[src/rtl/fetch_pkg.sv]
// Shared types and defaults for the instruction fetch unit and its output buffer.
package fetch_pkg;

  typedef enum logic [1:0] {
    FETCH = 2'd0,
    WAIT  = 2'd1,
    DROP  = 2'd2
  } fetch_state_e;

  localparam logic [31:0] DEFAULT_RESET_PC   = 32'h0000_0000;
  localparam int          DEFAULT_FIFO_DEPTH = 2;
  localparam int          FIFO_W             = 64;

  function automatic logic [31:0] word_align(input logic [31:0] addr);
    return addr & 32'hFFFF_FFFC;
  endfunction

endpackage

[src/rtl/fetch_fifo.sv]
// Two-entry synchronous buffer holding {instruction, pc} pairs for the decoder.
module fetch_fifo
  import fetch_pkg::*;
#(
  parameter int DEPTH = DEFAULT_FIFO_DEPTH,
  parameter int WIDTH = FIFO_W
) (
  input  logic             clk,
  input  logic             rst_n,
  input  logic             flush,
  input  logic             push,
  input  logic [WIDTH-1:0] push_data,
  input  logic             pop,
  output logic [WIDTH-1:0] head_data,
  output logic             full,
  output logic             empty
);

  localparam logic [1:0] DEPTH_C = 2'(DEPTH);

  logic [WIDTH-1:0] mem_q [2];
  logic [WIDTH-1:0] mem_d [2];
  logic             rd_ptr_q, rd_ptr_d;
  logic             wr_ptr_q, wr_ptr_d;
  logic [1:0]       count_q, count_d;
  logic             do_push, do_pop;

  assign full      = (count_q == DEPTH_C);
  assign empty     = (count_q == 2'd0);
  assign head_data = mem_q[rd_ptr_q];
  assign do_pop    = pop && !empty;
  // A push into a full buffer is only legal when the head leaves in the same cycle.
  assign do_push   = push && (!full || do_pop);

  always_comb begin
    mem_d    = mem_q;
    rd_ptr_d = rd_ptr_q;
    wr_ptr_d = wr_ptr_q;
    count_d  = count_q;
    if (flush) begin
      rd_ptr_d = 1'b0;
      wr_ptr_d = 1'b0;
      count_d  = 2'd0;
    end else begin
      if (do_push) begin
        mem_d[wr_ptr_q] = push_data;
        wr_ptr_d        = ~wr_ptr_q;
      end
      if (do_pop) begin
        rd_ptr_d = ~rd_ptr_q;
      end
      case ({do_push, do_pop})
        2'b10:   count_d = count_q + 2'd1;
        2'b01:   count_d = count_q - 2'd1;
        default: count_d = count_q;
      endcase
    end
  end

  always_ff @(posedge clk or negedge rst_n) begin
    if (!rst_n) begin
      mem_q    <= '{default: '0};
      rd_ptr_q <= 1'b0;
      wr_ptr_q <= 1'b0;
      count_q  <= 2'd0;
    end else begin
      mem_q    <= mem_d;
      rd_ptr_q <= rd_ptr_d;
      wr_ptr_q <= wr_ptr_d;
      count_q  <= count_d;
    end
  end

endmodule

[src/rtl/fetch_unit.sv]
// Instruction fetch: one outstanding memory request, redirect handling and a
// two-entry buffer towards the decoder.
module fetch_unit
  import fetch_pkg::*;
#(
  parameter logic [31:0] RESET_PC   = DEFAULT_RESET_PC,
  parameter int          FIFO_DEPTH = DEFAULT_FIFO_DEPTH
) (
  input  logic        clk,
  input  logic        rst_n,
  output logic        imem_req,
  output logic [31:0] imem_addr,
  input  logic        imem_gnt,
  input  logic        imem_rvalid,
  input  logic [31:0] imem_rdata,
  input  logic        redirect,
  input  logic [31:0] redirect_pc,
  output logic        inst_valid,
  output logic [31:0] inst,
  output logic [31:0] inst_pc,
  input  logic        inst_ready
);

  fetch_state_e state_q, state_d;
  logic [31:0]  pc_q, pc_d;
  logic [31:0]  req_addr_q, req_addr_d;
  logic         fifo_push;
  logic         fifo_pop;
  logic         fifo_full;
  logic         fifo_empty;
  logic [63:0]  fifo_head;

  assign imem_addr  = pc_q;
  assign imem_req   = rst_n && (state_q == FETCH) && !fifo_full && !redirect;
  assign inst_valid = !fifo_empty;
  assign {inst, inst_pc} = fifo_head;
  // The flush on redirect wins over a decoder pop in the same cycle.
  assign fifo_pop   = inst_valid && inst_ready && !redirect;

  always_comb begin
    state_d    = state_q;
    pc_d       = pc_q;
    req_addr_d = req_addr_q;
    fifo_push  = 1'b0;
    case (state_q)
      FETCH: begin
        if (imem_req && imem_gnt) begin
          req_addr_d = pc_q;
          pc_d       = pc_q + 32'd4;
          state_d    = WAIT;
        end
      end
      WAIT: begin
        if (imem_rvalid) begin
          fifo_push = !redirect;
          state_d   = FETCH;
        end else if (redirect) begin
          state_d = DROP;
        end
      end
      DROP: begin
        if (imem_rvalid) begin
          state_d = FETCH;
        end
      end
      default: state_d = FETCH;
    endcase
    if (redirect) begin
      pc_d = word_align(redirect_pc);
    end
  end

  always_ff @(posedge clk or negedge rst_n) begin
    if (!rst_n) begin
      state_q    <= FETCH;
      pc_q       <= RESET_PC;
      req_addr_q <= 32'h0;
    end else begin
      state_q    <= state_d;
      pc_q       <= pc_d;
      req_addr_q <= req_addr_d;
    end
  end

  fetch_fifo #(
    .DEPTH (FIFO_DEPTH),
    .WIDTH (FIFO_W)
  ) u_fifo (
    .clk       (clk),
    .rst_n     (rst_n),
    .flush     (redirect),
    .push      (fifo_push),
    .push_data ({imem_rdata, req_addr_q}),
    .pop       (fifo_pop),
    .head_data (fifo_head),
    .full      (fifo_full),
    .empty     (fifo_empty)
  );

endmodule

[config.mk]
export PLATFORM = sky130hd
export DESIGN_NAME = fetch_unit
export DESIGN_NICKNAME = d
export VERILOG_FILES = /design/src/rtl/fetch_pkg.sv /design/src/rtl/fetch_fifo.sv /design/src/rtl/fetch_unit.sv
export SDC_FILE = /design/constraint.sdc
export NUM_CORES = 1
export LEC_CHECK = 0
export ABC_AREA = 1
export CAP_MARGIN = 20
export CORE_MARGIN = 4
export CORE_UTILIZATION = 48
export CTS_CLUSTER_SIZE = 30
export DETAILED_ROUTE_END_ITERATION = 10
export PLACE_DENSITY = 0.88
export SYNTH_ARGS = -nofsm -noshare
export SYNTH_HDL_FRONTEND = slang
export SYNTH_SLANG_ARGS = --single-unit
[constraint.sdc]
create_clock -name clk -period 1.3 [get_ports clk]
set_input_delay 0.26 -clock clk [delete_from_list [all_inputs] [get_ports clk]]
set_output_delay 0.26 -clock clk [all_outputs]
set_load 0.02 [all_outputs]
==> flow_summary.toml <==
[routing]
drc_errors = 0
drt_iter0_markers = 1708
ant_nets = 0
vias = 11500
vias_per_cell = 6.43
wl_per_cell_um = 26.7
drt_pass1_iterations = 8
routed_wl_um = 47700

[layout]
fillers = 785
stdcell_area_um2 = 16000
syn2layout_area_growth_pct = 74.5
fin_nets = 1611
drive_above_1_share_pct = 47.8
diodes = 0

[yosys]
synth-edff-count = 0
synth_top_family_by_area = "simple AND/OR/NAND/NOR gates"
synth_top_area_cell = "dfrtp_1"
ys_seq_elements = 190
synthMuxAreaShare_pct = 0
synth-xor-area-share_pct = 0.572
synth.distinct_cells = 28
synth_seq_area_share_pct = 51.8
avgSynthCellArea_um2 = 7.63
synth.top_cell.area_share_pct = 51.8
synthTopCellsByArea = "dfrtp_1 (52%), nand2_1 (19%), o21ai_0 (11%), inv_1 (5.0%), nor2_1 (2.3%)"
yosys.area_share.simple_pct = 24.1
yosysWarnings = 0
synth_cells = 1203
yosys.cell_count.top_type = "nand2_1"
synth-adder-area-share_pct = 0.136
yosys_most_used_dff = "dfrtp_1"
synthArstFlopShare_pct = 100
yosys-top-cells-count = "nand2_1 (463), o21ai_0 (202), dfrtp_1 (190)"
synth_compound_area_share_pct = 13.8
netlist_area_um2 = 9180

[setup_path]
rrSetupSlack_ns = -0.52
critPathMaxStageDelay_ns = 0.63
path_cells = "buf_4 > buf_12 > nand2_1 > o21ai_2 > buf_6"
r2r_start = "state_q[1]$_DFFE_PN0P_"
end_kind = "primary output"
critPathLaunchType = "register"
r2r_cells = 11
critPathSlowestCell = "dfrtp_4"
crit_family = "flip-flops"
worst-path-max-fanout = 15
crit_start = "u_fifo.rd_ptr_q$_DFFE_PN0P_"
path_buf_inv = 3
reg2reg_to = "u_fifo.mem_q[43]$_DFFE_PN0P_"
crit_required_ns = 1.04
worstSetupPathType = "register to primary output"
arrival_ns = 1.81

[clocking]
postCtsHoldBufs = 0
cts-htree-levels = 4
cts_buffers = 17
cts_tree = "yes"
cts.path.max_buffers = 2
clk_latency_ns = 0.45
root_buffer = "clkbuf_16"
path_clk_slew_ns = 0.07
cts_sinks = 190

[placement]
gp_congestion = 0.880
post_dp_cell_area_um2 = 12100
place_ws_ns = -0.789
dp_hpwl_um = 18900
numPortBuffers = 161

[job]
max_cap_violations = 0

[power]
leakagePower_nw = 8.14
total_power_mw = 22.6
switching_share_pct = 38.2
combPwrFrac_pct = 38.8
p_per_area_nw_per_um2 = 1410
p_switching_mw = 8.64
power.internal_mw = 14.0
seqPwrFrac_pct = 36.2
pwr-share-clk_pct = 25.0
ir_drop_uv = 1160

[timing]
maxSlewHeadroom_pct = 46.9
timing.final.hold_violations = 0
drv_slew = 0
post-route-period-util_pct = 159
fin_crit_ns = 2.07
worst_hold_slack_ns = 0.0364
fin_worst_skew_ns = 0.00779
setup_viol_count_final = 280
worstMarginPinSlew_ns = 0.797
fin_ws_ns = -0.772
rsz0062_at_grt = "yes"
fmaxAchievable_mhz = 483

[global_route]
antenna_found_initial = 0
grt_max_degree = 132
grt.total_usage_pct = 32.4
grt_pass1_wl_um = 54700
overflow = 0
grt_pass1_vias = 10100

[die]
fp.dieH_um = 146
rows = 50
start_util_pct = 48.9
dieArea_um2 = 21400
pin_count = 168
core_area_um2 = 18800
die_x_um = 146

[hold_path]
hp-class = "primary input to async pin"

[run_status]
status = "finished with violations"
failed_checks = "setup timing"
flip-flops by register name (all words and copies together) (netlist names):
signal,cells
u_fifo.rd_ptr_q,1
u_fifo.wr_ptr_q,1
imem_addr,30
req_addr_q,30
state_q,2
u_fifo.mem_q,124
u_fifo.count_q,2
kinds of logic after synthesis:
| logic type | after synthesis |
|---|---|
| xor gates and xnor gates | 6 |
| and+or+nand+nor | 565 |
| adders and majority gates | 1 |
| AOI/OAI and AO/OA | 249 |
| DFF | 190 |
| other | 1 |
| buffers and inverters | 191 |
layout make-up:
cell class | count | area [um2] | share of cell area (%)
clock buffer | 19 | 443 | 2.76
clock inverter | 13 | 154 | 0.960
inverter | 125 | 495 | 3.09
multi-input combinational | 825 | 5420 | 33.8
sequential | 190 | 4780 | 29.8
tap | 234 | 293 | 1.83
timing repair buffer | 381 | 4440 | 27.7
cell usage in the layout, fill, tap and decap left out, types with 6 or more instances in the layout:
master and count:
buf_12 28, buf_16 15, buf_2 8, buf_4 119, buf_6 117, buf_8 12, clkbuf_16 31, clkdlybuf4s50_1 65
dfrtp_1 172, dfrtp_2 17, inv_1 115, inv_2 7, nand2_1 269, nand2_2 108, nand2_4 86, nand3_1 20
nand3_2 11, nor2_1 41, nor2_2 11, nor2_4 7, o211ai_1 6, o21ai_0 54, o21ai_1 43, o21ai_2 107
o21ai_4 31, xor2_1 6
worst min-delay path: cells and delay by family:
kind                   cells  cell delay, ns
buffers and inverters      3            0.69
layer usage:
layer  vias to the layer above  part of all wire [%]  track usage (%)
li1                       4471                     -                -
met1                      5315                    33             40.4
met4                         2                    10             16.6
met2                      1227                    44             53.2
met5                         -                 0.059                0
met3                       473                    13             7.08
power by group through the flow:
stage	registers [mW]	logic [mW]	clock network, mW
5_1_grt	8.20	9.13	5.89
3_3_place_gp	7.73	6.17	0
2_1_floorplan	7.74	2.93	0
3_5_place_dp	7.81	6.32	0
6_report	8.20	8.77	5.66
4_1_cts	7.75	7.05	5.37
how the worst max path moves through the flow:
stage / cells after the start / slack [ns] / endpoint
after floorplan: 10 / -0.07 / imem_addr[30]$_DFFE_PN0P_
after global placement: 8 / -0.69 / u_fifo.mem_q[32]$_DFFE_PN0P_
after detailed placement: 8 / -0.79 / u_fifo.mem_q[28]$_DFFE_PN0P_
after CTS: 4 / -0.63 / inst[7]
after global routing: 5 / -0.77 / inst[9]
final: 5 / -0.77 / inst_pc[12]
stage by stage:
step | utilization [%] | cells | TNS [ns]
after CTS | 75.7 | 1760 | -84.00
after floorplan | - | 1206 | -0.733
after global routing | 85.4 | 1787 | -116.76
after detailed placement | 64.3 | 1661 | -161.27
after global placement | 64.3 | 1661 | -148.39
final | 85.4 | 1787 | -113.63
what timing repair did:
action	in CTS	in global routing
buffers inserted	48	19
cloned	20	21
pin swaps	32	61
gates resized for setup	698	450
setup endpoints to repair	277	279
Power figures use the tool's default switching activity.
